File: src/rtl/ide_strobe_receiver_pkg.sv
`default_nettype none
// ============================================================================
// Module      : ide_strobe_receiver_pkg
// Description : Shared types and constants for the IDE strobe receiver:
//               access-tracking FSM states, pin index map into the filter
//               bank, reg_sel field layout and common ATA register selects.
// Ports       : none (package)
// Revision    : 1.0 - initial release
// ============================================================================
package ide_strobe_receiver_pkg;

    // Access-tracking FSM
    typedef enum logic [1:0] {
        S_IDLE   = 2'd0,
        S_READ   = 2'd1,
        S_WRITE  = 2'd2,
        S_HRESET = 2'd3
    } state_t;

    // Position of each host pin in the filter bank
    localparam int c_pin_dior  = 0;
    localparam int c_pin_diow  = 1;
    localparam int c_pin_dmack = 2;
    localparam int c_pin_reset = 3;
    localparam int c_pin_cs0   = 4;
    localparam int c_pin_cs1   = 5;
    localparam int c_pin_da0   = 6;
    localparam int c_num_pins  = 9;

    // reg_sel = {~cs1, ~cs0, da[2:0]}
    localparam int c_regsel_w      = 5;
    localparam int c_regsel_da_lsb = 0;
    localparam int c_regsel_cs0    = 3;
    localparam int c_regsel_cs1    = 4;

    // Common ATA register selects
    localparam logic [4:0] c_reg_data       = 5'b01_000;
    localparam logic [4:0] c_reg_status_cmd = 5'b01_111;
    localparam logic [4:0] c_reg_altstat    = 5'b10_110;

    // A PIO access decodes only when exactly one chip select is asserted
    function automatic logic pio_cs_valid(input logic [c_regsel_w-1:0] sel);
        return sel[c_regsel_cs1] ^ sel[c_regsel_cs0];
    endfunction

endpackage
`default_nettype wire

File: src/rtl/ide_strobe_receiver_if.sv
`default_nettype none
// ============================================================================
// Module      : ide_strobe_receiver_if
// Description : Host-driven IDE control/address pins as seen by the device.
//               master = host side (drives pins), slave = device receiver.
// Signals     : ide_dior_n, ide_diow_n, ide_dmack_n, ide_cs_n[1:0] {CS1-,CS0-},
//               ide_da[2:0], ide_reset_n -- all asynchronous to clk
// Revision    : 1.0 - initial release
// ============================================================================
interface ide_strobe_receiver_if;
    logic       ide_dior_n;
    logic       ide_diow_n;
    logic       ide_dmack_n;
    logic [1:0] ide_cs_n;
    logic [2:0] ide_da;
    logic       ide_reset_n;

    modport master (
        output ide_dior_n, ide_diow_n, ide_dmack_n, ide_cs_n, ide_da, ide_reset_n
    );

    modport slave (
        input  ide_dior_n, ide_diow_n, ide_dmack_n, ide_cs_n, ide_da, ide_reset_n
    );
endinterface
`default_nettype wire

File: src/rtl/ide_input_filter.sv
`default_nettype none
// ============================================================================
// Module      : ide_input_filter
// Description : One-bit synchroniser followed by a deglitch counter. The
//               filtered level follows the synced pin only after FILTER_LEN
//               consecutive samples that differ from the current level.
// Ports       : clk, rst_n   - clock, async active-low reset
//               pin          - asynchronous input
//               level        - filtered level (resets to RST_VAL)
//               fall / rise  - one-cycle pulses coincident with level change
// Revision    : 1.0 - initial release
// ============================================================================
module ide_input_filter #(
    parameter int   SYNC_STAGES = 2,
    parameter int   FILTER_LEN  = 3,
    parameter logic RST_VAL     = 1'b1
) (
    input  wire logic clk,
    input  wire logic rst_n,
    input  wire logic pin,
    output logic      level,
    output logic      fall,
    output logic      rise
);

    localparam int               c_cnt_w   = (FILTER_LEN > 1) ? $clog2(FILTER_LEN) : 1;
    localparam logic [c_cnt_w-1:0] c_cnt_max = c_cnt_w'(FILTER_LEN - 1);

    logic [SYNC_STAGES-1:0] r_sync;
    logic [c_cnt_w-1:0]     r_cnt;
    logic                   r_level;
    logic                   r_fall;
    logic                   r_rise;
    logic                   w_synced;

    assign w_synced = r_sync[SYNC_STAGES-1];

    always_ff @(posedge clk or negedge rst_n) begin
        if (!rst_n) begin
            r_sync  <= {SYNC_STAGES{RST_VAL}};
            r_cnt   <= '0;
            r_level <= RST_VAL;
            r_fall  <= 1'b0;
            r_rise  <= 1'b0;
        end else begin
            r_sync <= {r_sync[SYNC_STAGES-2:0], pin};
            r_fall <= 1'b0;
            r_rise <= 1'b0;
            if (w_synced == r_level) begin
                // Any sample agreeing with the current level restarts the count
                r_cnt <= '0;
            end else if (r_cnt == c_cnt_max) begin
                r_level <= w_synced;
                r_cnt   <= '0;
                r_fall  <= ~w_synced;
                r_rise  <= w_synced;
            end else begin
                r_cnt <= r_cnt + c_cnt_w'(1);
            end
        end
    end

    assign level = r_level;
    assign fall  = r_fall;
    assign rise  = r_rise;

endmodule
`default_nettype wire

File: src/rtl/ide_strobe_receiver.sv
`default_nettype none
// ============================================================================
// Module      : ide_strobe_receiver
// Description : Device-side receiver for host IDE control lines. Filters every
//               pin, tracks host accesses in a small FSM and emits registered
//               single-cycle access events with the latched register select.
// Ports       : clk, rst_n            - clock, async active-low reset
//               bus (slave modport)   - DIOR-/DIOW-/DMACK-/CS-/DA/RESET- pins
//               reg_sel[4:0]          - {~cs1,~cs0,da} latched at strobe fall
//               pio_rd_start/end, pio_wr, dma_rd_start/end, dma_wr - pulses
//               rd_active             - read in progress (level)
//               host_reset            - filtered RESET- asserted (level)
//               proto_err             - illegal strobe combination (pulse)
// Revision    : 1.0 - initial release
// ============================================================================
module ide_strobe_receiver
    import ide_strobe_receiver_pkg::*;
#(
    parameter int SYNC_STAGES = 2,
    parameter int FILTER_LEN  = 3
) (
    input  wire logic             clk,
    input  wire logic             rst_n,
    ide_strobe_receiver_if.slave  bus,
    output logic [c_regsel_w-1:0] reg_sel,
    output logic                  pio_rd_start,
    output logic                  pio_rd_end,
    output logic                  pio_wr,
    output logic                  dma_rd_start,
    output logic                  dma_rd_end,
    output logic                  dma_wr,
    output logic                  rd_active,
    output logic                  host_reset,
    output logic                  proto_err
);

    logic [c_num_pins-1:0] w_pins;
    logic [c_num_pins-1:0] w_lvl;
    logic [c_num_pins-1:0] w_fall;
    logic [c_num_pins-1:0] w_rise;
    logic [13:0]           w_unused_edges;

    assign w_pins = {bus.ide_da, bus.ide_cs_n, bus.ide_reset_n,
                     bus.ide_dmack_n, bus.ide_diow_n, bus.ide_dior_n};

    // Active-low pins idle high; address lines idle low
    for (genvar gi = 0; gi < c_num_pins; gi++) begin : g_pin_filter
        ide_input_filter #(
            .SYNC_STAGES (SYNC_STAGES),
            .FILTER_LEN  (FILTER_LEN),
            .RST_VAL     ((gi < c_pin_da0) ? 1'b1 : 1'b0)
        ) u_filter (
            .clk   (clk),
            .rst_n (rst_n),
            .pin   (w_pins[gi]),
            .level (w_lvl[gi]),
            .fall  (w_fall[gi]),
            .rise  (w_rise[gi])
        );
    end

    // Only the strobe edges drive the FSM; other pins are used as levels
    assign w_unused_edges = {w_fall[c_num_pins-1:c_pin_dmack],
                             w_rise[c_num_pins-1:c_pin_dmack]};

    logic                  w_dior_lvl, w_diow_lvl, w_reset_lvl;
    logic                  w_dior_fall, w_diow_fall, w_dior_rise, w_diow_rise;
    logic [c_regsel_w-1:0] w_sel_now;

    assign w_dior_lvl  = w_lvl[c_pin_dior];
    assign w_diow_lvl  = w_lvl[c_pin_diow];
    assign w_reset_lvl = w_lvl[c_pin_reset];
    assign w_dior_fall = w_fall[c_pin_dior];
    assign w_diow_fall = w_fall[c_pin_diow];
    assign w_dior_rise = w_rise[c_pin_dior];
    assign w_diow_rise = w_rise[c_pin_diow];
    assign w_sel_now   = {~w_lvl[c_pin_cs1], ~w_lvl[c_pin_cs0],
                          w_lvl[c_pin_da0+2:c_pin_da0]};

    state_t                r_state;
    state_t                w_state_nxt;
    logic [c_regsel_w-1:0] r_reg_sel;
    logic                  r_dma;
    logic                  w_latch, w_start, w_end, w_wr, w_err;
    logic                  w_dma_sel, w_pio_ok;

    always_comb begin
        w_state_nxt = r_state;
        w_latch     = 1'b0;
        w_start     = 1'b0;
        w_end       = 1'b0;
        w_wr        = 1'b0;
        w_err       = 1'b0;
        if (!w_reset_lvl) begin
            // Bus reset aborts any access without an end event
            w_state_nxt = S_HRESET;
        end else begin
            case (r_state)
                S_IDLE: begin
                    if (w_dior_fall || w_diow_fall) begin
                        // Both strobes low after the new edge covers a
                        // simultaneous fall as well as a fall onto a held strobe
                        if (!w_dior_lvl && !w_diow_lvl) begin
                            w_err = 1'b1;
                        end else begin
                            w_latch = 1'b1;
                            if (w_dior_fall) begin
                                w_state_nxt = S_READ;
                                w_start     = 1'b1;
                            end else begin
                                w_state_nxt = S_WRITE;
                            end
                        end
                    end
                end
                S_READ: begin
                    if (w_diow_fall) begin
                        w_err = 1'b1;
                    end
                    if (w_dior_rise) begin
                        w_state_nxt = S_IDLE;
                        w_end       = 1'b1;
                    end
                end
                S_WRITE: begin
                    if (w_dior_fall) begin
                        w_err = 1'b1;
                    end
                    if (w_diow_rise) begin
                        w_state_nxt = S_IDLE;
                        w_wr        = 1'b1;
                    end
                end
                S_HRESET: begin
                    if (w_dior_lvl && w_diow_lvl) begin
                        w_state_nxt = S_IDLE;
                    end
                end
                default: w_state_nxt = S_IDLE;
            endcase
        end
    end

    // Start events use the live pin state; end events use what was latched
    assign w_dma_sel = w_latch ? ~w_lvl[c_pin_dmack] : r_dma;
    assign w_pio_ok  = pio_cs_valid(w_latch ? w_sel_now : r_reg_sel);

    always_ff @(posedge clk or negedge rst_n) begin
        if (!rst_n) begin
            r_state <= S_IDLE;
        end else begin
            r_state <= w_state_nxt;
        end
    end

    logic r_pio_rd_start, r_pio_rd_end, r_pio_wr;
    logic r_dma_rd_start, r_dma_rd_end, r_dma_wr;
    logic r_rd_active, r_host_reset, r_proto_err;

    always_ff @(posedge clk or negedge rst_n) begin
        if (!rst_n) begin
            r_reg_sel      <= '0;
            r_dma          <= 1'b0;
            r_pio_rd_start <= 1'b0;
            r_pio_rd_end   <= 1'b0;
            r_pio_wr       <= 1'b0;
            r_dma_rd_start <= 1'b0;
            r_dma_rd_end   <= 1'b0;
            r_dma_wr       <= 1'b0;
            r_rd_active    <= 1'b0;
            r_host_reset   <= 1'b0;
            r_proto_err    <= 1'b0;
        end else begin
            if (w_latch) begin
                r_reg_sel <= w_sel_now;
                r_dma     <= ~w_lvl[c_pin_dmack];
            end
            r_pio_rd_start <= w_start & ~w_dma_sel & w_pio_ok;
            r_pio_rd_end   <= w_end   & ~w_dma_sel & w_pio_ok;
            r_pio_wr       <= w_wr    & ~w_dma_sel & w_pio_ok;
            r_dma_rd_start <= w_start &  w_dma_sel;
            r_dma_rd_end   <= w_end   &  w_dma_sel;
            r_dma_wr       <= w_wr    &  w_dma_sel;
            r_rd_active    <= (w_state_nxt == S_READ);
            r_host_reset   <= ~w_reset_lvl;
            r_proto_err    <= w_err;
        end
    end

    assign reg_sel      = r_reg_sel;
    assign pio_rd_start = r_pio_rd_start;
    assign pio_rd_end   = r_pio_rd_end;
    assign pio_wr       = r_pio_wr;
    assign dma_rd_start = r_dma_rd_start;
    assign dma_rd_end   = r_dma_rd_end;
    assign dma_wr       = r_dma_wr;
    assign rd_active    = r_rd_active;
    assign host_reset   = r_host_reset;
    assign proto_err    = r_proto_err;

endmodule
`default_nettype wire
File: src/flat_wrapper.sv
// flat-port wrapper written by rule: the top's interface ports become plain ports
module ide_strobe_receiver_flat import ide_strobe_receiver_pkg::*;
#(
    parameter int SYNC_STAGES = 2,
    parameter int FILTER_LEN  = 3
)
  (clk, rst_n, reg_sel, pio_rd_start, pio_rd_end, pio_wr, dma_rd_start, dma_rd_end, dma_wr, rd_active, host_reset, proto_err, bus_ide_dior_n, bus_ide_diow_n, bus_ide_dmack_n, bus_ide_cs_n, bus_ide_da, bus_ide_reset_n);
  ide_strobe_receiver_if bus_i ();
  input  wire logic clk;
  input  wire logic rst_n;
  output logic [c_regsel_w-1:0] reg_sel;
  output logic pio_rd_start;
  output logic pio_rd_end;
  output logic pio_wr;
  output logic dma_rd_start;
  output logic dma_rd_end;
  output logic dma_wr;
  output logic rd_active;
  output logic host_reset;
  output logic proto_err;
  input wire logic [$bits(bus_i.ide_dior_n)-1:0] bus_ide_dior_n;
  input wire logic [$bits(bus_i.ide_diow_n)-1:0] bus_ide_diow_n;
  input wire logic [$bits(bus_i.ide_dmack_n)-1:0] bus_ide_dmack_n;
  input wire logic [$bits(bus_i.ide_cs_n)-1:0] bus_ide_cs_n;
  input wire logic [$bits(bus_i.ide_da)-1:0] bus_ide_da;
  input wire logic [$bits(bus_i.ide_reset_n)-1:0] bus_ide_reset_n;
  assign bus_i.ide_dior_n = bus_ide_dior_n;
  assign bus_i.ide_diow_n = bus_ide_diow_n;
  assign bus_i.ide_dmack_n = bus_ide_dmack_n;
  assign bus_i.ide_cs_n = bus_ide_cs_n;
  assign bus_i.ide_da = bus_ide_da;
  assign bus_i.ide_reset_n = bus_ide_reset_n;
  ide_strobe_receiver #(.SYNC_STAGES(SYNC_STAGES), .FILTER_LEN(FILTER_LEN)) u_core (.clk(clk), .rst_n(rst_n), .bus(bus_i), .reg_sel(reg_sel), .pio_rd_start(pio_rd_start), .pio_rd_end(pio_rd_end), .pio_wr(pio_wr), .dma_rd_start(dma_rd_start), .dma_rd_end(dma_rd_end), .dma_wr(dma_wr), .rd_active(rd_active), .host_reset(host_reset), .proto_err(proto_err));
endmodule
File: config.mk
export PLATFORM = sky130hd
export DESIGN_NAME = ide_strobe_receiver_flat
export DESIGN_NICKNAME = d
export VERILOG_FILES = /design/src/rtl/ide_strobe_receiver_pkg.sv /design/src/rtl/ide_strobe_receiver_if.sv /design/src/rtl/ide_input_filter.sv /design/src/rtl/ide_strobe_receiver.sv /design/src/flat_wrapper.sv
export SDC_FILE = /design/constraint.sdc
export NUM_CORES = 1
export LEC_CHECK = 0
export CORE_MARGIN = 3
export CORE_UTILIZATION = 55
export DETAILED_ROUTE_END_ITERATION = 10
export PLACE_DENSITY = 0.78
export SLEW_MARGIN = 20
export SYNTH_ARGS = -nofsm -noshare
export SYNTH_HDL_FRONTEND = slang
export SYNTH_SLANG_ARGS = --single-unit
File: constraint.sdc
create_clock -name clk -period 1.7 [get_ports clk]
set_input_delay 0.34 -clock clk [delete_from_list [all_inputs] [get_ports clk]]
set_output_delay 0.34 -clock clk [all_outputs]
set_load 0.005 [all_outputs]
# Word-level counts from Yosys, hierarchy flattened

Cells that the tools add are included.

Flip-flop bits (word level): 66
Bits of input ports: 11
Output and inout bits: 14
Word-level logic and storage cells: 172

Add/subtract/negate cells: 9
Equality and inequality tests: 22
Bitwise operators: 26
Multiplexer cells: 56
Reductions and logical operators: 15

Operator list:

| cell                                                                  | count |
|---|---|
| 2-bit 2-to-1 mux                                                      | 25 |
| 1-bit 2-to-1 mux                                                      | 28 |
| 2-bit equality test, second input constant                            | 11 |
| 2-bit by 1-bit adder with 2-bit output, second input constant         | 9 |
| 2-bit AND reduction                                                   | 9 |
| 1-bit NOT                                                             | 16 |
| 1-bit bitwise AND                                                     | 9 |
| 1-bit equality test                                                   | 9 |
| 2-bit case mux with 4 select lines                                    | 1 |
| 5-bit 2-to-1 mux                                                      | 1 |
| 2-bit by 1-bit equality test with 1-bit output, second input constant | 2 |
| 1-bit case mux with 3 select lines                                    | 1 |
| 1-bit logical AND                                                     | 2 |
| 1-bit zero test                                                       | 2 |
| 2-bit zero test                                                       | 1 |
| 1-bit logical OR                                                      | 1 |
| 1-bit XOR                                                             | 1 |

# Logic depth before layout (Yosys ltp)

Depth after elaboration: 10
Mapped depth: 5

# Hierarchy

A second synthesis with hierarchy kept.

Cell total of the unflattened synthesis: 192
Area, all modules: 2930.3 µm²

Modules (own cells, without submodules):

| module                                                 | instances | area an instance (µm²) | cells an instance |
|---|---|---|---|
| ide_input_filter (u_core.g_pin_filter[0].u_filter ...) | 6         | 244.0                  | 14 |
| ide_strobe_receiver                                    | 1         | 745.7                  | 66 |
| ide_input_filter (u_core.g_pin_filter[6].u_filter ...) | 3         | 240.2                  | 14 |

# Worst setup path after synthesis

Ideal clock, no wire load.

Path kind: reg-to-reg
Start point: reg u_core.g_pin_filter[1].u_filter.r_level
End point: reg u_core.r_pio_rd_end (netlist: u_core.pio_rd_end)
Clock period less this slack: 1.292 ns
Stages on the path, launching flop included: 6
Path buffers: 1
Arrival: 1.169 ns
Setup slack: 0.408 ns
Required time: 1.577 ns
Library setup time: 0.123 ns
Cell sequence: dfstp_2 -> or2_0 -> buf_2 -> and2_4 -> mux2i_1 -> nor2_1

Cells in the longest elaborated chain, start to end: 10
Elaborated cells on any way between the ends: 12
Classes of those cells: 6 x mux; 4 x bitwise; 2 x reduce/logical

RTL lines:

| what                     | RTL line                   | RTL |
|---|---|---|
| start: declaration       | ide_input_filter.sv:31     | `logic r_level;` |
| start signal: assignment | ide_input_filter.sv:53     | `r_level <= w_synced;` |
| 1-bit zero test *        | ide_strobe_receiver.sv:103 | `if (!w_dior_lvl && !w_diow_lvl) begin` |
| 1-bit logical AND *      | ide_strobe_receiver.sv:103 |  |
| 1-bit 2-to-1 mux *       | ide_strobe_receiver.sv:103 |  |
| 1-bit 2-to-1 mux *       | ide_strobe_receiver.sv:100 | `if (w_dior_fall \|\| w_diow_fall) begin` |
| 1-bit 2-to-1 mux *       | ide_strobe_receiver.sv:98  | `case (r_state)` |
| 1-bit 2-to-1 mux *       | ide_strobe_receiver.sv:94  | `if (!w_reset_lvl) begin` |
| 1-bit 2-to-1 mux         | ide_strobe_receiver.sv:145 | `assign w_dma_sel = w_latch ? ~w_lvl[c_pin_dmack] : r_dma;` |
| 1-bit NOT                | ide_strobe_receiver.sv:179 | `r_pio_rd_end <= w_end & ~w_dma_sel & w_pio_ok;` |
| 1-bit bitwise AND        | ide_strobe_receiver.sv:179 |  |
| 1-bit bitwise AND *      | ide_strobe_receiver.sv:179 |  |
| end signal: assignment   | ide_strobe_receiver.sv:179 |  |
| end: declaration         | ide_strobe_receiver.sv:156 | `logic r_pio_rd_start, r_pio_rd_end, r_pio_wr;` |

Every way passes the cells marked *; elsewhere a longest branch is shown, timed or not.
A chain may end at the register's enable or synchronous reset.

# Final worst setup path

Start point: reg u_core.r_reg_sel[4] (netlist: u_core.reg_sel[4])
End point: out reg_sel[4]

RTL lines:

| what                     | RTL line                   | RTL |
|---|---|---|
| start: declaration       | ide_strobe_receiver.sv:82  | `logic [c_regsel_w-1:0] r_reg_sel;` |
| start signal: assignment | ide_strobe_receiver.sv:175 | `r_reg_sel <= w_sel_now;` |
| end: declaration         | flat_wrapper.sv:11         | `output logic [c_regsel_w-1:0] reg_sel;` |

No word-level cell between the ends.

==> impl_metrics.ini <==
[finish]
final_util_pct = 70.51
antennaDiodeCount = 0
fin_nets = 225
fillers = 268
drive_gt1_share_pct = 21.00
area_growth_pct = 20.70

[clocking]
post_cts_buffers = 0
cts_num_sinks = 66
clk_pin_slew_ns = 0.07
cts_root_buffer = clkbuf_8
cts_buffers = 9
insertion_delay_ns = 0.33
htree_levels = 3
cts_tree = built
ctsHoldBuffers = 0
cts_resized = 0
max-clock-path-buffers = 2

[global_route]
grt_max_degree = 67
antenna_found_initial = 0
grt_pass1_vias = 1556
grt.total_usage_pct = 17.92
grt_first_pass_wirelength_um = 6837
grt.overflow.total = 0

[sta]
setup-violations-final = 0
finalMaxSlewViolations = 0
rsz0062_at_grt = false
hold_viol = 0
finalSetupTns_ns = 0
worstMarginPinSlew_ns = 0.3343
min_period_over_period_pct = 93.06
timing.fmax_mhz = 632.1
slew_headroom_pct = 77.71
period_needed_ns = 1.582
skew_ns = 0.003758

[drt]
drtIter0Drc = 75
ant_nets = 0
drt_pass1_iterations = 4
wirelength_um = 3845
route.vias.total = 1438
via_per_inst = 5.346
wl_per_cell_um = 14.29
remaining_drc_errors = 0

[floorplan]
core-area_mm2 = 0.004086
num_rows = 23
die_y_um = 71.88
die_area_mm2 = 0.005167
io_pins = 25
die_w_um = 71.88
initial_utilization_pct = 58.42

[setup_path]
path_delay_family = buffers and inverters
end_kind = primary output
max_stage_delay_ns = 0.52
worst_ep_required_time_ns = 1.36
cp_num_buf_inv = 1
cp_data_arrival_time_ns = 1.24
path_max_fanout = 3
critPathSlowestCell = clkdlybuf4s50_1
cp_cell_sequence = clkdlybuf4s50_1
cp-start-kind = flip-flop
crit_type = reg2out

[place]
port_buffers = 24
dp_hpwl_um = 2617
gp_congestion = 0.8964

[pwr]
p_seq_share_pct = 52.0
p_sw_share_pct = 27.97
peakVddDrop_mv = 0.7314
internal_power_w = 0.003193
leakage_nw = 1.236
p_sw_w = 0.001240
p_clk_share_pct = 29.1
combPwrFrac_pct = 18.9
power_per_cell_area_mw_per_mm2 = 1538
report.power.total_w = 0.004433

[synth]
synth_edf_count = 0
synthesis.area_mm2 = 0.002387
yosys.area.top_type = dfrtp_1
synth_compound_area_share_pct = 6.080
ys_seq_elements = 66
yosysSeqAreaShare_pct = 70.13
synth_most_common_cell = dfrtp_1
synth.area.mux_share_pct = 4.140
synth_area_leaders = dfrtp_1 50%, dfstp_2 20%, mux2_2 3.3%
syn_inst = 181
yosys_warnings = 0
yosys.area.top_type_share_pct = 50.31
synthXorXnorAreaFrac_pct = 3.302
synth-async-reset-ratio_pct = 100.0
ys_types = 31
syn_avg_cell_area_um2 = 13.19
synthAdderAreaFrac_pct = 0
synth_nets = 192
synth_common_cells = 48 x dfrtp_1, 21 x nand2_1, 18 x dfstp_2
synthSimpleGateAreaFrac_pct = 14.52
synth_top_family_by_area = simple AND/OR/NAND/NOR gates
synth_top_flop_cell = dfrtp_1

[outcome]
status = complete, no violations

[run]
cap_violations = 0

[min_path]
hp-class = in2async
==> cells by family (layout without fill, tap and decap cells) <==
| logic type | Yosys count | in the layout |
|---|---|---|
| compound gates | 21 | 21 |
| simple gates | 67 | 67 |
| xor+xnor | 9 | 9 |
| mux | 9 | 9 |
| flops | 66 | 66 |
| buf+inv | 9 | 47 |
==> flip-flops by register name (all words and copies together) (netlist names), 2 cells and up <==
register / flops
u_core.g_pin_filter.u_filter.level: 9
u_core.g_pin_filter.u_filter.fall: 2
u_core.reg_sel: 5
u_core.r_state: 2
u_core.g_pin_filter.u_filter.r_sync: 18
u_core.g_pin_filter.u_filter.r_cnt: 18
u_core.g_pin_filter.u_filter.rise: 2
==> worst reg2reg max path, stage by stage, from the launching register on <==
cell and delay, ns:
dfstp_2 0.56, or2_0 0.30, and2_4 0.24, mux2i_1 0.24
nor2_1 0.07
==> per-stage QoR <==
| stage | setup slack [ns] | hold slack [ns] | cells | area (um^2) |
|---|---|---|---|---|
| 3_5_place_dp | 0.2073 | 0.3355 | 253 | 2684 |
| 2_1_floorplan | 0.4081 | 0.04441 | 181 | 2387 |
| 3_3_place_gp | 0.2684 | 0.3349 | 253 | 2684 |
| 6_report | 0.1179 | 0.01097 | 269 | 2882 |
| 5_1_grt | 0.05219 | 0.01819 | 269 | 2882 |
| 4_1_cts | 0.08511 | 0.01001 | 269 | 2882 |
==> power by group through the flow <==
stage	combinational, W	clock, W	sequential, W
4_1_cts	0.000852	0.00134	0.00231
5_1_grt	0.000945	0.00140	0.00237
2_1_floorplan	0.000705	0	0.00221
3_5_place_dp	0.000840	0	0.00234
3_3_place_gp	0.000775	0	0.00229
6_report	0.000836	0.00129	0.00231
==> path summary, 6_finish.rpt <==
path                                                           startpoint                                   endpoint  slack (ns)  cells after the start
worst max-delay path                                    u_core.reg_sel[4]                                 reg_sel[4]        0.12                      1
worst min-delay path                                                rst_n   u_core.g_pin_filter[6].u_filter.r_cnt[0]        0.01                      2
worst min register to register  u_core.g_pin_filter[6].u_filter.r_sync[0]  u_core.g_pin_filter[6].u_filter.r_sync[1]        0.35                      0
max in group asynchronous                                           rst_n      u_core.g_pin_filter[0].u_filter.level        1.38                      2
min in group clk                u_core.g_pin_filter[6].u_filter.r_sync[0]  u_core.g_pin_filter[6].u_filter.r_sync[1]        0.35                      0
worst max register to register      u_core.g_pin_filter[1].u_filter.level                          u_core.pio_rd_end        0.18                      4
==> placed cells by master (no fill, tap or decap), drive strengths merged <==
master,n
dfrtp,48
clkdlybuf4s50,23
nand2,21
dfstp,18
clkbuf,14
nor3,12
xnor2,9
nor2,9
nor2b,9
mux2,7
inv,6
a21oi,6
nor3b,5
o21ai,4
nand2b,4
a211oi,4
mux2i,2
a31o,2
nand3,2
buf,2
or2,1
a31oi,1
or2b,1
o21ba,1
and2,1
a221o,1
and3,1
nand4b,1
a22oi,1
o21bai,1
bufinv,1
clkinv,1
==> cell type report <==
class | count | area [um^2] | share of cell area, %
multi-input cells | 106 | 669.4 | 23.23
clock inverters | 2 | 35.03 | 1.216
well taps | 50 | 62.56 | 2.171
inverters | 6 | 22.52 | 0.7816
repair buffers | 25 | 255.2 | 8.858
clock buffers | 14 | 162.7 | 5.645
flip-flops and latches | 66 | 1674 | 58.10
==> metal layers <==
metal | up-vias | part of all wire, % | track usage [%]
met2 | 44 | 52 | 29.90
met1 | 704 | 39 | 18.88
met3 | 13 | 6.9 | 8.275
met5 | - | 0 | 0
met4 | 0 | 2.5 | 9.395
li1 | 677 | - | -
(Power assumes the default switching activity.)
